**src/rtl/ysyx_24080014_core_pkg.sv**
```systemverilog
// Shared types for the multi-cycle core controller: sequencing states, trap causes
// and the load/store funct3 size encodings.
package ysyx_24080014_core_pkg;

   typedef enum logic [2:0] {
      FETCH_REQ,
      FETCH_WAIT,
      EXEC,
      MEM_REQ,
      MEM_WAIT,
      WB,
      HALT
   } state_t;

   localparam logic [1:0] TRAP_NONE     = 2'd0;
   localparam logic [1:0] TRAP_ILLEGAL  = 2'd1;
   localparam logic [1:0] TRAP_BUS      = 2'd2;
   localparam logic [1:0] TRAP_MISALIGN = 2'd3;

   localparam logic [2:0] F3_B  = 3'b000;
   localparam logic [2:0] F3_H  = 3'b001;
   localparam logic [2:0] F3_W  = 3'b010;
   localparam logic [2:0] F3_BU = 3'b100;
   localparam logic [2:0] F3_HU = 3'b101;

endpackage

```
**src/rtl/ysyx_24080014_lsu_align.sv**
```systemverilog
// Byte-lane steering for the shared memory bus: store shift/strobes, load extract/extend,
// alignment check. Purely combinational, no backpressure of its own.
module ysyx_24080014_lsu_align
   import ysyx_24080014_core_pkg::*;
#(
   parameter int XLEN = 32
) (
   input  logic [XLEN-1:0]   addr,
   input  logic [2:0]        size,
   input  logic [XLEN-1:0]   store_data,
   input  logic [XLEN-1:0]   rdata,
   output logic [XLEN-1:0]   aligned_addr,
   output logic [XLEN-1:0]   wdata,
   output logic [XLEN/8-1:0] wmask,
   output logic [XLEN-1:0]   load_data,
   output logic              misaligned
);

   localparam int SW = XLEN / 8;

   logic [1:0]      off;
   logic [XLEN-1:0] shifted;

   assign off          = addr[1:0];
   assign aligned_addr = {addr[XLEN-1:2], 2'b00};
   assign wdata        = store_data << {off, 3'b000};
   assign shifted      = rdata >> {off, 3'b000};

   always_comb begin
      wmask = '1;
      case (size[1:0])
         2'b00:   wmask = {{(SW-1){1'b0}}, 1'b1} << off;
         2'b01:   wmask = {{(SW-2){1'b0}}, 2'b11} << off;
         default: wmask = '1;
      endcase
   end

   always_comb begin
      misaligned = 1'b0;
      case (size[1:0])
         2'b00:   misaligned = 1'b0;
         2'b01:   misaligned = off[0];
         default: misaligned = |off;
      endcase
   end

   always_comb begin
      load_data = shifted;
      case (size)
         F3_B:    load_data = {{(XLEN-8){shifted[7]}}, shifted[7:0]};
         F3_H:    load_data = {{(XLEN-16){shifted[15]}}, shifted[15:0]};
         F3_BU:   load_data = {{(XLEN-8){1'b0}}, shifted[7:0]};
         F3_HU:   load_data = {{(XLEN-16){1'b0}}, shifted[15:0]};
         F3_W:    load_data = shifted;
         default: load_data = shifted;
      endcase
   end

endmodule

```
**src/rtl/ysyx_24080014_mc_core_ctrl.sv**
```systemverilog
// Multi-cycle core sequencer: PC/IR ownership, one valid/ready bus for fetch and load/store.
// CPI 4 (ALU) / 6 (load/store) on a zero-wait bus; stalls on ready/response, traps on timeout.
module ysyx_24080014_mc_core_ctrl
   import ysyx_24080014_core_pkg::*;
#(
   parameter int              XLEN     = 32,
   parameter logic [XLEN-1:0] RESET_PC = 32'h8000_0000,
   parameter int              TIMEOUT  = 255
) (
   input  logic              clk,
   input  logic              rst,
   output logic              mem_req_valid,
   input  logic              mem_req_ready,
   output logic [XLEN-1:0]   mem_req_addr,
   output logic              mem_req_wen,
   output logic [XLEN-1:0]   mem_req_wdata,
   output logic [XLEN/8-1:0] mem_req_wmask,
   input  logic              mem_rsp_valid,
   input  logic [XLEN-1:0]   mem_rsp_rdata,
   input  logic              mem_rsp_err,
   output logic [XLEN-1:0]   pc,
   output logic [31:0]       inst,
   input  logic              dec_is_load,
   input  logic              dec_is_store,
   input  logic              dec_rd_wen,
   input  logic              dec_illegal,
   input  logic [2:0]        dec_mem_size,
   input  logic [XLEN-1:0]   exe_mem_addr,
   input  logic [XLEN-1:0]   exe_store_data,
   input  logic [XLEN-1:0]   exe_rd_data,
   input  logic [XLEN-1:0]   exe_next_pc,
   output logic              gpr_wen,
   output logic [XLEN-1:0]   gpr_wdata,
   output logic              commit_valid,
   output logic              halted,
   output logic [1:0]        trap_cause
);

   localparam logic [31:0] TMO_LAST = 32'(TIMEOUT - 1);

   state_t            state, next_state;
   logic [1:0]        next_cause;
   logic [31:0]       tmo_cnt;
   logic [XLEN-1:0]   load_raw;
   logic              inst_en, load_en, pc_en, stalled;

   logic [XLEN-1:0]   lane_addr, lane_wdata, load_data;
   logic [XLEN/8-1:0] lane_wmask;
   logic              misaligned;

   // Loads are extended in WB from the latched word; exe_mem_addr is still valid there
   // because inst and the register file are untouched until the WB edge.
   ysyx_24080014_lsu_align #(.XLEN(XLEN)) u_lsu_align (
      .addr         (exe_mem_addr),
      .size         (dec_mem_size),
      .store_data   (exe_store_data),
      .rdata        (load_raw),
      .aligned_addr (lane_addr),
      .wdata        (lane_wdata),
      .wmask        (lane_wmask),
      .load_data    (load_data),
      .misaligned   (misaligned)
   );

   assign halted = (state == HALT);

   always_comb begin
      next_state    = state;
      next_cause    = trap_cause;
      inst_en       = 1'b0;
      load_en       = 1'b0;
      pc_en         = 1'b0;
      stalled       = 1'b0;
      mem_req_valid = 1'b0;
      mem_req_addr  = pc;
      mem_req_wen   = 1'b0;
      mem_req_wdata = '0;
      mem_req_wmask = '0;
      gpr_wen       = 1'b0;
      gpr_wdata     = exe_rd_data;
      commit_valid  = 1'b0;

      case (state)
         FETCH_REQ: begin
            mem_req_valid = !rst;
            mem_req_addr  = pc;
            if (mem_req_ready) next_state = FETCH_WAIT;
            else               stalled    = 1'b1;
         end
         FETCH_WAIT: begin
            if (mem_rsp_valid) begin
               if (mem_rsp_err) begin
                  next_state = HALT;
                  next_cause = TRAP_BUS;
               end else begin
                  inst_en    = 1'b1;
                  next_state = EXEC;
               end
            end else begin
               stalled = 1'b1;
            end
         end
         EXEC: begin
            if (dec_illegal) begin
               next_state = HALT;
               next_cause = TRAP_ILLEGAL;
            end else if ((dec_is_load || dec_is_store) && misaligned) begin
               next_state = HALT;
               next_cause = TRAP_MISALIGN;
            end else if (dec_is_load || dec_is_store) begin
               next_state = MEM_REQ;
            end else begin
               next_state = WB;
            end
         end
         MEM_REQ: begin
            mem_req_valid = !rst;
            mem_req_addr  = lane_addr;
            mem_req_wen   = dec_is_store;
            if (dec_is_store) begin
               mem_req_wdata = lane_wdata;
               mem_req_wmask = lane_wmask;
            end
            if (mem_req_ready) next_state = MEM_WAIT;
            else               stalled    = 1'b1;
         end
         MEM_WAIT: begin
            if (mem_rsp_valid) begin
               if (mem_rsp_err) begin
                  next_state = HALT;
                  next_cause = TRAP_BUS;
               end else begin
                  load_en    = dec_is_load;
                  next_state = WB;
               end
            end else begin
               stalled = 1'b1;
            end
         end
         WB: begin
            gpr_wen      = dec_rd_wen;
            gpr_wdata    = dec_is_load ? load_data : exe_rd_data;
            commit_valid = 1'b1;
            pc_en        = 1'b1;
            next_state   = FETCH_REQ;
         end
         default: next_state = HALT;
      endcase

      // A counter at TMO_LAST means this stalled cycle is the TIMEOUT-th one.
      if (stalled && (TIMEOUT != 0) && (tmo_cnt == TMO_LAST)) begin
         next_state = HALT;
         next_cause = TRAP_BUS;
      end
   end

   always_ff @(posedge clk) begin
      if (rst) begin
         state      <= FETCH_REQ;
         pc         <= RESET_PC;
         inst       <= '0;
         load_raw   <= '0;
         trap_cause <= TRAP_NONE;
         tmo_cnt    <= '0;
      end else begin
         state      <= next_state;
         trap_cause <= next_cause;
         if (inst_en) inst     <= mem_rsp_rdata[31:0];
         if (load_en) load_raw <= mem_rsp_rdata;
         if (pc_en)   pc       <= exe_next_pc;
         if (next_state != state) tmo_cnt <= '0;
         else if (stalled)        tmo_cnt <= tmo_cnt + 32'd1;
      end
   end

endmodule

```
**config.mk**
```make
export PLATFORM = sky130hd
export DESIGN_NAME = ysyx_24080014_mc_core_ctrl
export DESIGN_NICKNAME = d
export VERILOG_FILES = /design/src/rtl/ysyx_24080014_core_pkg.sv /design/src/rtl/ysyx_24080014_lsu_align.sv /design/src/rtl/ysyx_24080014_mc_core_ctrl.sv
export SDC_FILE = /design/constraint.sdc
export NUM_CORES = 1
export LEC_CHECK = 0
export ABC_CLOCK_PERIOD_IN_PS = 2630
export BUFFER_PORTS_ARGS = -buffer_cell sky130_fd_sc_hd__buf_4
export CAP_MARGIN = 20
export CELL_PAD_IN_SITES_DETAIL_PLACEMENT = 0
export CELL_PAD_IN_SITES_GLOBAL_PLACEMENT = 1
export CORE_UTILIZATION = 34
export DETAILED_ROUTE_END_ITERATION = 10
export PLACE_DENSITY_LB_ADDON = 0.3
export SETUP_SLACK_MARGIN = 0.5
export SYNTH_ARGS = -nofsm -noshare
export SYNTH_HDL_FRONTEND = slang
export SYNTH_HIERARCHICAL = 1
export SYNTH_SLANG_ARGS = --single-unit
```
**constraint.sdc**
```tcl
create_clock -name clk -period 2.63 [get_ports clk]
set_clock_uncertainty 0.2 [all_clocks]
set_input_delay 0.263 -clock clk [delete_from_list [all_inputs] [get_ports clk]]
set_output_delay 0.263 -clock clk [all_outputs]
set_load 0.1 [all_outputs]
```
==> summary.md <==
| Metric | Value |
|---|---|
| Worst Hold Slack | `0.111 ns` |
| Post-Synth Adder-Cell Area | `0.00310` |
| Clk sinks | `133` |
| Gate Count Post-Synth | `1040` |
| Placement Setup Slack | `0.146 ns` |
| Top-count cell post-synth | `nand2_1` |
| Crit start category | `register` |
| Clk buf depth | `2` |
| Pwr Density | `473 mW/mm^2` |
| Synth top area share | `0.330` |
| Root Buffer | `clkbuf_16` |
| Synth cell types | `58` |
| Syn Std Cell Area | `0.00807 mm^2` |
| Diode count | `0` |
| Vias in the first global route | `8829` |
| Setup tns final | `0 ns` |
| WP buf/inv | `2` |
| Core footprint | `0.0229 mm^2` |
| Worst Hold Path EP | `trap_cause[1]` |
| Drc violations | `0` |
| Final worst slack | `0.0647 ns` |
| Initial antenna violation count | `0` |
| Avg Cell Area, Syn | `7.76 um^2` |
| Unrepaired setup endpoints after global routing | `yes` |
| Max-cap violations | `0` |
| First-pass GRT wire length | `49700 um` |
| Total power | `0.00716 W` |
| Sequential share of the synthesized area | `0.330` |
| Delay-heaviest family, CP | `multiplexers` |
| CP dominant cell by count | `mux2_4` |
| Antenna Nets Post-Route | `0` |
| Slew HR | `0.498` |
| TritonCTS buffer count | `17` |
| Yosys reg bits | `133` |
| Endpoints failing setup | `0` |
| Vias after detailed routing | `9351` |
| Number of synthesized flops with an enable pin | `0` |
| Crit path kind | `reg2out` |
| Setup slack, reg-to-reg | `0.32 ns` |
| DR iter-0 viols | `595` |
| Final critical-path share of the clock period | `0.975` |
| Worst-skew pair later-pin latency | `0.42 ns` |
| YS warnings | `6` |
| Final nets | `1624` |
| HP Class | `in2reg` |
| Async S/R FF share, synth | `0` |
| Reg-to-Reg End | `tmo_cnt[30]` |
| H-tree depth | `4` |
| Post-Synth XOR/XNOR Area | `0.0228` |
| Die Wd | `156 um` |
| Worst Min Path Start | `dec_illegal` |
| Critical path capture point type | `primary output` |
| CTS tree | `built` |
| Static Leak | `6.21 nW` |
| Fill cell count | `1726` |
| Worst path slowest cell | `a221oi_4` |
| Share of post-route cells with drive strength above 1 | `0.465` |
| Pin count of the biggest net entering global routing | `53` |
| Initial cell density of the core | `0.352` |
| Worst path depth | `6` |
| Post-synthesis simple-gate area fraction | `0.264` |
| Worst reg2reg path startpoint | `state[1]` |
| Worst Tran Pin Value | `0.752 ns` |
| Die Y | `156 um` |
| Die area | `0.0243 mm^2` |
| Crit path max fanout | `4` |
| Ys flop type | `dfxtp_1` |
| Final Max Slew Viols | `0` |
| Worst path required time | `2.17 ns` |
| Final min period | `2.57 ns` |
| Mux cell area share after synthesis | `0.136` |
| Ports | `343` |
| Arrival @ worst endpoint | `2.10 ns` |
| Top cells by area, synth | `dfxtp_1, nand2_1, mux2_2` |
| DRT Wirelength | `34700 um` |
| Buffers on Ports | `342` |
| Reg2Reg Depth | `8` |
| WHS Path Cells | `4` |
| GR Util All Layers | `0.262` |
| Area growth syn-to-layout | `87.7%` |
| Outcome | `completed` |
| Max VDD drop | `0.468 mV` |
| Vias per Instance | `5.27` |
| Grt ovf | `0` |
| Main combinational cell family by area after synthesis | `simple AND/OR/NAND/NOR gates` |
| F_max | `390 MHz` |
| Post-synthesis compound-gate area fraction | `0.163` |
| Worst-path cell chain | `mux2_4 -> a221oi_4 -> buf_6 -> a21oi_4 -> mux2_4 -> buf_12` |
| Number of core rows | `55` |
| Synth area leader | `dfxtp_1` |
| Top cells by count, synth | `nand2_1, a21oi_1, dfxtp_1, mux2_2, clkbuf_1` |
| Register clock-pin slew on the reported worst setup and hold paths | `0.07 ns` |
| Drt pass-1 iters | `5` |
| Routed len/inst | `19.5 um` |
| Final HPWL DP | `21600 um` |
| Final Hold Viols | `0` |
| Gpl congestion | `0.852` |
| Worst path max stage delay | `0.36 ns` |
-- cell usage in the layout (no fill, tap or decap), types with 12 or more instances in the layout --
cell type,n
mux2_4,66
a21oi_1,129
buf_4,283
o21ai_0,20
xor2_1,14
dfxtp_1,127
dlygate4sd3_1,64
and2_4,29
nor2_1,27
mux2i_1,25
nand4_1,22
a211oi_2,12
nor2b_1,18
clkbuf_16,21
nand2_1,225
and2_1,12
buf_12,112
buf_6,17
a211oi_1,17
nor3_1,18
-- per-layer routing --
metal	track usage	wire, um	vias up
met5	0	0	-
li1	-	-	4413
met4	0.0826	864	0
met3	0.0481	2020	72
met1	0.329	14100	4470
met2	0.451	17700	396
-- cell type report --
class	count	area [um^2]	share of cell area
inverters	10	42.5	0.00281
clock inverters	15	206	0.0136
well taps	313	392	0.0259
flip-flops and latches	133	2680	0.177
multi-input cells	787	5650	0.373
clock buffers	17	425	0.0281
repair buffers	501	5740	0.379
-- state kept, by name, indices dropped and copies added, names as in the netlist --
register and cells:
inst 32, load_raw 32, pc 32, state 3, tmo_cnt 32, trap_cause 2
-- metrics by stage --
stage | cells | util | area, um^2
after floorplan | 1041 | - | 8420
after global placement | 1618 | 0.484 | 11100
after detailed placement | 1618 | 0.484 | 11100
after CTS | 1749 | 0.629 | 14400
after global routing | 1776 | 0.660 | 15100
final | 1776 | 0.660 | 15100
-- worst max-delay path by stage --
stage	start	to	slack, ns
after global placement	exe_mem_addr[1]	gpr_wdata[21]	0.19
final	load_raw[7]	gpr_wdata[13]	0.06
after CTS	load_raw[7]	gpr_wdata[9]	0.06
after detailed placement	exe_mem_addr[1]	gpr_wdata[21]	0.15
after global routing	load_raw[7]	gpr_wdata[10]	0.02
after floorplan	state[0]	mem_req_wdata[22]	0.40
-- cell families (layout without fill, tap and decap cells) --
group | Yosys count | in the layout
AOI/OAI and AO/OA | 219 | 220
xor gates and xnor gates | 21 | 21
adders and majority gates | 2 | 2
buffers and inverters | 124 | 543
DFF | 133 | 133
muxes | 100 | 100
other | 1 | 2
and+or+nand+nor | 440 | 442
-- worst register-to-register path, stage by stage, from the launching register on --
cell and delay [ns]:
dfxtp_4 0.37, buf_8 0.13, buf_8 0.13, nor4b_4 0.30, or2_4 0.23, buf_12 0.11
o2111ai_4 0.17, or3_4 0.38, a211oi_2 0.21
-- what timing repair did --
item	4_1_cts	5_1_grt
pin swaps	31	44
resized for setup	387	104
setup buffers	22	21
hold buffers	64	0
endpoints found under the setup margin	189	189
cloned	13	6
endpoints found under the hold margin	96	0
-- power by group --
| group | internal (W) | switching (W) |
|---|---|---|
| logic | 0.00106 | 0.00148 |
| registers | 0.00206 | 0.0000408 |
| clock network | 0.00146 | 0.00105 |
Power figures use the tool's default switching activity.
